===== src/rtl/uart_pkg.sv =====
// Shared definitions for the UART receiver: FSM state type, parity modes
// and the default bit period for a 125 MHz clock.
package uart_pkg;

  typedef enum logic [2:0] {
    ST_IDLE   = 3'd0,
    ST_START  = 3'd1,
    ST_DATA   = 3'd2,
    ST_PARITY = 3'd3,
    ST_STOP   = 3'd4
  } uart_state_e;

  localparam int PAR_NONE = 0;
  localparam int PAR_EVEN = 1;
  localparam int PAR_ODD  = 2;

  // 125 MHz / 115200 baud, rounded to the nearest cycle
  localparam int CLKS_PER_BIT_DEFAULT = 1085;

endpackage


===== src/rtl/uart_rx_param_if.sv =====
// Received-frame port of the UART receiver: payload, status flags and the
// consumer handshake.
interface uart_rx_param_if #(
  parameter int DATA_BITS = 8
);
  // Handshake: rx_valid high means rx_data and the flags hold a frame and stay
  // stable; the frame is consumed on a rising edge where rx_valid and rx_ready
  // are both high. A new frame arriving while rx_valid is high replaces the
  // held one and raises the sticky overrun flag.
  logic [DATA_BITS-1:0] rx_data;
  logic                 rx_valid;
  logic                 rx_ready;
  logic                 parity_err;
  logic                 frame_err;
  logic                 break_det;
  logic                 overrun;

  modport master (
    output rx_data, rx_valid, parity_err, frame_err, break_det, overrun,
    input  rx_ready
  );

  modport slave (
    input  rx_data, rx_valid, parity_err, frame_err, break_det, overrun,
    output rx_ready
  );

endinterface


===== src/rtl/uart_bit_timer.sv =====
// Bit-period timer: loaded with a half or full bit period, emits a one-cycle
// tick when the period expires, then stops until loaded again.
module uart_bit_timer
  import uart_pkg::*;
#(
  parameter int CLKS_PER_BIT = CLKS_PER_BIT_DEFAULT
) (
  input  logic clk,
  input  logic rst,
  input  logic load_half,
  input  logic load_full,
  output logic tick
);

  localparam int CW = $clog2(CLKS_PER_BIT);
  localparam logic [CW-1:0] FULL = CW'(CLKS_PER_BIT - 1);
  localparam logic [CW-1:0] HALF = CW'(CLKS_PER_BIT / 2);

  logic [CW-1:0] cnt;
  logic          run;

  assign tick = run && (cnt == '0);

  // A tick without a reload parks the timer at zero instead of wrapping.
  always_ff @(posedge clk or posedge rst) begin
    if (rst) begin
      cnt <= '0;
      run <= 1'b0;
    end else if (load_half) begin
      cnt <= HALF;
      run <= 1'b1;
    end else if (load_full) begin
      cnt <= FULL;
      run <= 1'b1;
    end else if (tick) begin
      run <= 1'b0;
    end else if (run) begin
      cnt <= cnt - 1'b1;
    end
  end

endmodule


===== src/rtl/uart_rx_param.sv =====
// Parameterised UART receiver: synchronises Rx, samples each bit at mid-period,
// checks parity/stop bits, detects breaks and holds the frame for the consumer.
module uart_rx_param
  import uart_pkg::*;
#(
  parameter int DATA_BITS    = 8,
  parameter int PARITY_MODE  = PAR_NONE,
  parameter int STOP_BITS    = 1,
  parameter int CLKS_PER_BIT = CLKS_PER_BIT_DEFAULT
) (
  input  logic            CLOCK_125_p,
  input  logic            reset,
  input  logic            Rx,
  uart_rx_param_if.master rx_if,
  output uart_state_e     state_dbg
);

  localparam int BW = $clog2(DATA_BITS);

  logic [1:0]           sync_q;
  logic                 line;
  logic                 line_prev;
  logic                 fall;
  uart_state_e          state;
  uart_state_e          state_n;
  logic                 load_half;
  logic                 load_full;
  logic                 tick;
  logic                 frame_done;
  logic                 smp_data;
  logic                 smp_par;
  logic                 smp_stop;
  logic [BW-1:0]        bit_cnt;
  logic                 stop_cnt;
  logic [DATA_BITS-1:0] shreg;
  logic                 par_acc;
  logic                 ferr_acc;
  logic                 zero_acc;
  logic                 brk_wait;
  logic                 perr_fin;
  logic                 ferr_fin;
  logic                 zero_fin;
  logic [DATA_BITS-1:0] data_q;
  logic                 valid_q;
  logic                 perr_q;
  logic                 ferr_q;
  logic                 brk_q;
  logic                 ovr_q;
  logic                 accept;

  assign line      = sync_q[1];
  assign fall      = line_prev & ~line;
  assign state_dbg = state;
  assign accept    = valid_q & rx_if.rx_ready;

  always_ff @(posedge CLOCK_125_p or posedge reset) begin
    if (reset) begin
      sync_q    <= 2'b11;
      line_prev <= 1'b1;
    end else begin
      sync_q    <= {sync_q[0], Rx};
      line_prev <= line;
    end
  end

  uart_bit_timer #(
    .CLKS_PER_BIT(CLKS_PER_BIT)
  ) u_bit_timer (
    .clk       (CLOCK_125_p),
    .rst       (reset),
    .load_half (load_half),
    .load_full (load_full),
    .tick      (tick)
  );

  always_ff @(posedge CLOCK_125_p or posedge reset) begin
    if (reset) state <= ST_IDLE;
    else       state <= state_n;
  end

  always_comb begin
    state_n    = state;
    load_half  = 1'b0;
    load_full  = 1'b0;
    frame_done = 1'b0;
    case (state)
      ST_IDLE: begin
        // After a break, keep re-arming the timer while the line is low so
        // only a full bit period of idle high releases the receiver.
        if (brk_wait) begin
          if (!line) load_full = 1'b1;
        end else if (fall) begin
          state_n   = ST_START;
          load_half = 1'b1;
        end
      end
      ST_START: begin
        if (tick) begin
          if (!line) begin
            state_n   = ST_DATA;
            load_full = 1'b1;
          end else begin
            state_n = ST_IDLE;
          end
        end
      end
      ST_DATA: begin
        if (tick) begin
          load_full = 1'b1;
          if (bit_cnt == BW'(DATA_BITS - 1))
            state_n = (PARITY_MODE != PAR_NONE) ? ST_PARITY : ST_STOP;
        end
      end
      ST_PARITY: begin
        if (tick) begin
          load_full = 1'b1;
          state_n   = ST_STOP;
        end
      end
      ST_STOP: begin
        if (tick) begin
          if (stop_cnt == 1'(STOP_BITS - 1)) begin
            state_n    = ST_IDLE;
            frame_done = 1'b1;
            load_full  = zero_fin;
          end else begin
            load_full = 1'b1;
          end
        end
      end
      default: state_n = ST_IDLE;
    endcase
  end

  assign smp_data = (state == ST_DATA)   && tick;
  assign smp_par  = (state == ST_PARITY) && tick;
  assign smp_stop = (state == ST_STOP)   && tick;

  // Final flags include the stop sample taken in the completion cycle.
  assign ferr_fin = ferr_acc | ~line;
  assign zero_fin = zero_acc & ~line;

  always_comb begin
    perr_fin = 1'b0;
    if (PARITY_MODE == PAR_EVEN)     perr_fin = par_acc;
    else if (PARITY_MODE == PAR_ODD) perr_fin = ~par_acc;
  end

  always_ff @(posedge CLOCK_125_p or posedge reset) begin
    if (reset) begin
      bit_cnt  <= '0;
      stop_cnt <= 1'b0;
      shreg    <= '0;
      par_acc  <= 1'b0;
      ferr_acc <= 1'b0;
      zero_acc <= 1'b0;
      brk_wait <= 1'b0;
    end else begin
      if (load_half) begin
        bit_cnt  <= '0;
        stop_cnt <= 1'b0;
        par_acc  <= 1'b0;
        ferr_acc <= 1'b0;
        zero_acc <= 1'b1;
      end
      if (smp_data) begin
        shreg    <= {line, shreg[DATA_BITS-1:1]};
        bit_cnt  <= bit_cnt + 1'b1;
        par_acc  <= par_acc ^ line;
        zero_acc <= zero_acc & ~line;
      end
      if (smp_par) begin
        par_acc  <= par_acc ^ line;
        zero_acc <= zero_acc & ~line;
      end
      if (smp_stop) begin
        stop_cnt <= stop_cnt + 1'b1;
        ferr_acc <= ferr_fin;
        zero_acc <= zero_fin;
      end
      if (frame_done && zero_fin)
        brk_wait <= 1'b1;
      else if (brk_wait && tick && line)
        brk_wait <= 1'b0;
    end
  end

  always_ff @(posedge CLOCK_125_p or posedge reset) begin
    if (reset) begin
      data_q  <= '0;
      valid_q <= 1'b0;
      perr_q  <= 1'b0;
      ferr_q  <= 1'b0;
      brk_q   <= 1'b0;
      ovr_q   <= 1'b0;
    end else if (frame_done) begin
      data_q  <= shreg;
      valid_q <= 1'b1;
      perr_q  <= perr_fin;
      ferr_q  <= ferr_fin;
      brk_q   <= zero_fin;
      if (valid_q && !rx_if.rx_ready) ovr_q <= 1'b1;
    end else if (accept) begin
      valid_q <= 1'b0;
      ovr_q   <= 1'b0;
    end
  end

  assign rx_if.rx_data    = data_q;
  assign rx_if.rx_valid   = valid_q;
  assign rx_if.parity_err = perr_q;
  assign rx_if.frame_err  = ferr_q;
  assign rx_if.break_det  = brk_q;
  assign rx_if.overrun    = ovr_q;

endmodule


===== src/flat_wrapper.sv =====
// flat-port wrapper written by rule: the top's interface ports become plain ports
module uart_rx_param_flat import uart_pkg::*;
#(
  parameter int DATA_BITS    = 8,
  parameter int PARITY_MODE  = PAR_NONE,
  parameter int STOP_BITS    = 1,
  parameter int CLKS_PER_BIT = CLKS_PER_BIT_DEFAULT
)
  (CLOCK_125_p, reset, Rx, state_dbg, rx_if_rx_data, rx_if_rx_valid, rx_if_parity_err, rx_if_frame_err, rx_if_break_det, rx_if_overrun, rx_if_rx_ready);
  uart_rx_param_if #(.DATA_BITS(DATA_BITS)) rx_if_i ();
  input  logic CLOCK_125_p;
  input  logic reset;
  input  logic Rx;
  output uart_state_e state_dbg;
  output wire logic [$bits(rx_if_i.rx_data)-1:0] rx_if_rx_data;
  output wire logic [$bits(rx_if_i.rx_valid)-1:0] rx_if_rx_valid;
  output wire logic [$bits(rx_if_i.parity_err)-1:0] rx_if_parity_err;
  output wire logic [$bits(rx_if_i.frame_err)-1:0] rx_if_frame_err;
  output wire logic [$bits(rx_if_i.break_det)-1:0] rx_if_break_det;
  output wire logic [$bits(rx_if_i.overrun)-1:0] rx_if_overrun;
  input wire logic [$bits(rx_if_i.rx_ready)-1:0] rx_if_rx_ready;
  assign rx_if_rx_data = rx_if_i.rx_data;
  assign rx_if_rx_valid = rx_if_i.rx_valid;
  assign rx_if_parity_err = rx_if_i.parity_err;
  assign rx_if_frame_err = rx_if_i.frame_err;
  assign rx_if_break_det = rx_if_i.break_det;
  assign rx_if_overrun = rx_if_i.overrun;
  assign rx_if_i.rx_ready = rx_if_rx_ready;
  uart_rx_param #(.DATA_BITS(DATA_BITS), .PARITY_MODE(PARITY_MODE), .STOP_BITS(STOP_BITS), .CLKS_PER_BIT(CLKS_PER_BIT)) u_core (.CLOCK_125_p(CLOCK_125_p), .reset(reset), .Rx(Rx), .rx_if(rx_if_i), .state_dbg(state_dbg));
endmodule

===== config.mk =====
export PLATFORM = sky130hd
export DESIGN_NAME = uart_rx_param_flat
export DESIGN_NICKNAME = d
export VERILOG_FILES = /design/src/rtl/uart_pkg.sv /design/src/rtl/uart_rx_param_if.sv /design/src/rtl/uart_bit_timer.sv /design/src/rtl/uart_rx_param.sv /design/src/flat_wrapper.sv
export SDC_FILE = /design/constraint.sdc
export NUM_CORES = 1
export LEC_CHECK = 0
export CAP_MARGIN = 20
export CORE_ASPECT_RATIO = 0.9
export CORE_UTILIZATION = 45
export CTS_CLUSTER_DIAMETER = 50
export CTS_CLUSTER_SIZE = 16
export DETAILED_ROUTE_END_ITERATION = 10
export PLACE_DENSITY = 0.67
export SLEW_MARGIN = 10
export SYNTH_ARGS = -nofsm -noshare
export SYNTH_HDL_FRONTEND = slang
export SYNTH_SLANG_ARGS = --single-unit

===== constraint.sdc =====
create_clock -name CLOCK_125_p -period 2.2 [get_ports CLOCK_125_p]
set_clock_uncertainty 0.2 [all_clocks]
set_input_delay 0.33 -clock CLOCK_125_p [delete_from_list [all_inputs] [get_ports CLOCK_125_p]]
set_output_delay 0.33 -clock CLOCK_125_p [all_outputs]
set_load 0.005 [all_outputs]

# Word level (Yosys, flattened, before mapping)
# Index checks and enable logic that the tools add are counted.
dict set report totals {
  in_bits 4
  regBits 45
  output_inout_bits 16
  wordCells 106
}
dict set report classes {
  n_bitwise 5
  muxes 45
  addsub 3
  eq_ne 15
  reduce_logical 22
}
# op n
set op_table {}
lappend op_table {{$mux 11} 4}
lappend op_table {{$mux 3} 10}
lappend op_table {{$mux 1} 28}
lappend op_table {{$pmux 3 s5} 1}
lappend op_table {{$ne 2x1->1 const B} 6}
lappend op_table {{$logic_not 11->1} 1}
lappend op_table {{$sub 11x1->11 const B} 1}
lappend op_table {{$logic_and 1x1->1} 8}
lappend op_table {{$reduce_and 8->1} 1}
lappend op_table {{$reduce_bool 2->1} 4}
lappend op_table {{$eq 3x2->1 const B} 2}
lappend op_table {{$eq 3x3->1 const B} 2}
lappend op_table {{$ne 2x2->1 const B} 3}
lappend op_table {{$reduce_bool 3->1} 2}
lappend op_table {{$pmux 1 s4} 1}
lappend op_table {{$reduce_and 2->1} 2}
lappend op_table {{$reduce_bool 4->1} 1}
lappend op_table {{$add 3x1->3 const B} 1}
lappend op_table {{$and 1x1->1} 3}
lappend op_table {{$eq 3x1->1 const B} 1}
lappend op_table {{$logic_not 3->1} 1}
lappend op_table {{$ne 3x1->1 const B} 1}
lappend op_table {{$mux 2} 1}
lappend op_table {{$reduce_or 2->1} 1}
lappend op_table {{other kinds (4)} 4}

# Depth between registers and ports, before layout
dict set report depth {
  word_depth 9
  mapped_depth 7
  depth_no_buf 6
}

# Cells and area by module
# From an unflattened synthesis, not the netlist that was laid out.
dict set report hier_totals {
  cells_unflattened 186
  hier_area_um2 2168.3
}
# mod cells_per_inst area_per_inst_um2 instances seq_area_each_um2
set by_module_without_submodules {}
lappend by_module_without_submodules {uart_rx_param 116 1496.4 1 829.5}
lappend by_module_without_submodules {uart_bit_timer 70 671.9 1 300.3}

# Worst setup path after synthesis
# Ideal clock, no wire load.
dict set report synth_path {
  kind {flip-flop to flip-flop}
  from {register u_core.u_bit_timer.cnt[0]}
  to {register u_core.ferr_q (netlist: u_core.rx_if.frame_err)}
  slack_ns 0.113
  arrival_ns 1.759
  synth_period_minus_slack_ns 2.087
  required_ns 1.872
  path_buffers 1
  setup_ns 0.128
  path_stages_with_launch 8
  path_cell_list {dfrtp_1 > inv_1 > ha_1 > nor3b_2 > nand4_1 > nor2_1 > buf_4 > mux2_1}
}
dict set report synth_via {
  elab_chain_cells 4
}
# item line_no
set synth_rtl {}
lappend synth_rtl {{start, declared} uart_bit_timer.sv:19} ;# logic [CW-1:0] cnt;
lappend synth_rtl {{start signal, assigned} uart_bit_timer.sv:38} ;# cnt <= cnt - 1'b1;
lappend synth_rtl {{$logic_not 11->1} uart_bit_timer.sv:22} ;# assign tick = run && (cnt == '0);
lappend synth_rtl {{$logic_and 1x1->1} uart_bit_timer.sv:22}
lappend synth_rtl {{$mux 1} uart_rx_param.sv:121} ;# if (tick) begin
lappend synth_rtl {{$mux 1} uart_rx_param.sv:86} ;# case (state)
lappend synth_rtl {{end signal, assigned} uart_rx_param.sv:200} ;# ferr_q <= ferr_fin;
lappend synth_rtl {{end, declared} uart_rx_param.sv:46} ;# logic ferr_q;
# Every way passes these cells.
# A chain may end at the register's enable or synchronous reset.

# Worst setup path after layout
dict set report layout_path {
  from {register u_core.u_bit_timer.cnt[2]}
  to {register u_core.u_bit_timer.cnt[10]}
}
dict set report layout_via {
  elab_chain_cells 6
  elab_cells_between_ends 14
  classes_between {1 x add/sub; 1 x eq/ne; 8 x mux; 4 x reduce/logical}
}
# item
set layout_rtl {}
lappend layout_rtl {{branches (longest 6 deep; another with $sub 11x1->11)}}
# Parallel ways; which one is timed is not known. The select of a mux whose other input is x is not followed.

==> flow_summary.yaml <==
clocking:
  clkLatencyLatePin_ns: 0.30
  numCtsBuffers: 5
  cts_buffer_depth: 2
  clk_pin_slew_ns: 0.09
  cts_tree: "yes"
  htreeDepth: 2
  clock-root-buffer: "clkbuf_8"
  hold_buffers: 0
  cts_sinks: 45
cells_and_area:
  multi_input_area_um2: 1070
  ff_latch_area_um2: 1130
  final_nets: 231
  final_core_util: 0.564
  drive_gt1_frac: 0.210
  syn2layout_area_growth_pct: 21.0
  antenna_cells: 0
  fin_area_um2: 2730
  fill_cells: 404
worst_setup_path:
  rr_endpoint: "u_core.u_bit_timer.cnt[10]$_DFFE_PP0P_"
  r2r_start: "u_core.u_bit_timer.cnt[2]$_DFFE_PP0P_"
  cp_max_fo: 6
  critPathKind: "flop to flop"
  r2r_slack_ns: 0.09
  cp-end-kind: "flop"
  reg2reg_depth: 4
  cp_data_arrival_time_ns: 2.09
  cp-start-kind: "flop"
  timing.critical_path.to: "u_core.u_bit_timer.cnt[10]$_DFFE_PP0P_"
  worstSetupStartpoint: "u_core.u_bit_timer.cnt[2]$_DFFE_PP0P_"
  crit_required_ns: 2.18
logic_synthesis:
  synth_top_area_frac: 0.466
  synth_area_leaders: "dfrtp_1 47%, mux2_1 7.5%, dfstp_2 3.5%"
  synth_seq_area_share: 0.501
  syn_area_um2: 2260
  ys_ff_latch: 45
  synthTopCellsByCount: "42 x dfrtp_1, 15 x mux2_1, 10 x inv_1, 7 x nand3_1, 7 x o21ai_0"
  yosys_warnings: 0
  synth.largest_area_cell: "dfrtp_1"
  async_flop_share: 1.00
  synth_adder_area_share: 0.0222
  synth_cells: 190
  synth_compound_area_frac: 0.119
  synth_top_family_by_area: "simple AND/OR/NAND/NOR gates"
  syn_nets: 198
  yosysMostFrequentCell: "dfrtp_1"
  synth_cell_types: 57
  avgSynthCellArea_um2: 11.9
  synth_ff_type: "dfrtp_1"
  synth.mux.area_fraction: 0.105
  synth-edff-count: 0
  synth_xor_area_frac: 0.0155
  synth-simple-area-share: 0.198
job:
  maxCapViolations: 0
floorplanning:
  rows: 24
  dieWidth_um: 76.6
  start_util: 0.467
  die_height_um: 69.2
  core_area_um2: 4830
  ios: 20
  dieArea_um2: 5300
run_status:
  status: "complete, no violations"
timing:
  max_freq_ghz: 0.474
  drv_slew: 0
  tightest_slew_ns: 0.631
  period_needed_ns: 2.11
  finalSetupViolations: 0
  slew_headroom: 0.577
  finalCritPeriodShare: 0.959
  final_hold_viol_count: 0
  setup_tns_ns: 0
power_and_ir_drop:
  leakagePower_uw: 0.00125
  p_total_uw: 2420
  power.density_nw_per_um2: 886
  vdd_drop_max_uv: 441
routing:
  wl_um: 4780
  vias: 1614
  viasPerCell: 5.58
  firstDrtPassIters: 4
  drc_errors: 0
  drt_iter0_markers: 43
  antenna_left: 0
  wl_per_cell_um: 16.5
global_routing:
  grt_pass1_wl_um: 8260
  grt_max_degree: 31
  track_usage: 0.198
  grt_pass1_vias: 1693
  grt_overflow: 0
  antenna_found_initial: 0
place:
  io_buffers: 18
  placed_area_um2: 2590
  routabilityCongestion: 0.825
  hpwl_um: 3420
hold_path:
  hold_class: "primary input to async pin"
## stage by stage
step,cells,hold WS [ns],setup WS [ns]
2_1_floorplan,190,0.134,0.113
3_3_place_gp,279,0.147,0.0680
3_5_place_dp,279,0.149,0.0109
4_1_cts,287,0.161,0.0190
5_1_grt,289,0.163,-0.0111
6_report,289,0.143,0.0911
## area by class of cell
type,count,area share
sequential,45,0.414
clock inverter,2,0.00596
tap,65,0.0298
clock buffer,6,0.0266
timing repair buffer,34,0.117
inverter,10,0.0138
multi-input combinational,127,0.392
## cells in the final DEF (no fill, tap or decap), types with 5 or more instances in the layout
master           count
dfrtp_1             42
nor4_1               5
nand4_1              5
a21oi_1              5
o21ai_0              7
inv_1                8
nand2_1              6
mux2_1              15
nor2_1               5
nand3_1              7
clkbuf_8             5
buf_4               13
clkdlybuf4s50_1     18
## how the worst min path moves through the flow
| stage | start | to | slack (ns) | cells after the start |
|---|---|---|---|---|
| 4_1_cts | reset | u_core.u_bit_timer.cnt[1]$_DFFE_PP0P_ | 0.16 | 2 |
| 2_1_floorplan | Rx | u_core.sync_q[0]$_DFF_PP1_ | 0.13 | 0 |
| 3_5_place_dp | u_core.sync_q[0]$_DFF_PP1_ | u_core.sync_q[1]$_DFF_PP1_ | 0.15 | 0 |
| 6_report | reset | u_core.u_bit_timer.cnt[0]$_DFFE_PP0P_ | 0.14 | 2 |
| 3_3_place_gp | u_core.sync_q[0]$_DFF_PP1_ | u_core.sync_q[1]$_DFF_PP1_ | 0.15 | 0 |
| 5_1_grt | u_core.sync_q[0]$_DFF_PP1_ | u_core.sync_q[1]$_DFF_PP1_ | 0.16 | 0 |
## cell families after synthesis
family / after synthesis
simple gates: 63
flops: 45
compound gates: 34
mux: 21
buf+inv: 18
fa+ha+maj: 4
xor+xnor: 4
other cells: 1
## routing by layer
layer  track usage  share of wire  wire (um)  vias to the layer above
met2         0.332           0.51       2440                       30
met5             0              0          0                        -
met4        0.0577         0.0048         23                        0
met3        0.0395          0.033        157                        6
li1              -              -          -                      767
met1         0.260           0.45       2160                      811
## state kept, by name (all words and copies together) (netlist names)
register	flops
u_core.sync_q	2
u_core.shreg	8
u_core.rx_if.overrun	1
u_core.u_bit_timer.cnt	11
u_core.ferr_acc	1
u_core.line_prev	1
u_core.bit_cnt	3
u_core.rx_if.rx_valid	1
u_core.rx_if.break_det	1
u_core.brk_wait	1
u_core.state_dbg	3
u_core.u_bit_timer.run	1
u_core.stop_cnt	1
u_core.zero_acc	1
u_core.rx_if.rx_data	8
u_core.rx_if.frame_err	1
## timing repair
action / CTS / global route
gates resized for setup: 1 / 7
hold endpoints to repair: 0 / 0
pin swaps: 0 / 2
setup buffers: 0 / 2
endpoints found under the setup margin: 1 / 18
## worst max-delay path, cell delays in order, from the launching register on
cell	delay [ns]
dfrtp_1	0.50
nor4_2	0.48
o2111ai_1	0.22
mux2_1	0.36
o31a_1	0.25
## power breakdown
part / switching [uW] / internal (uW)
Combinational: 378 / 401
Sequential: 190 / 932
Clock: 292 / 226
Total: 859 / 1560
Power figures use the tool's default switching activity.
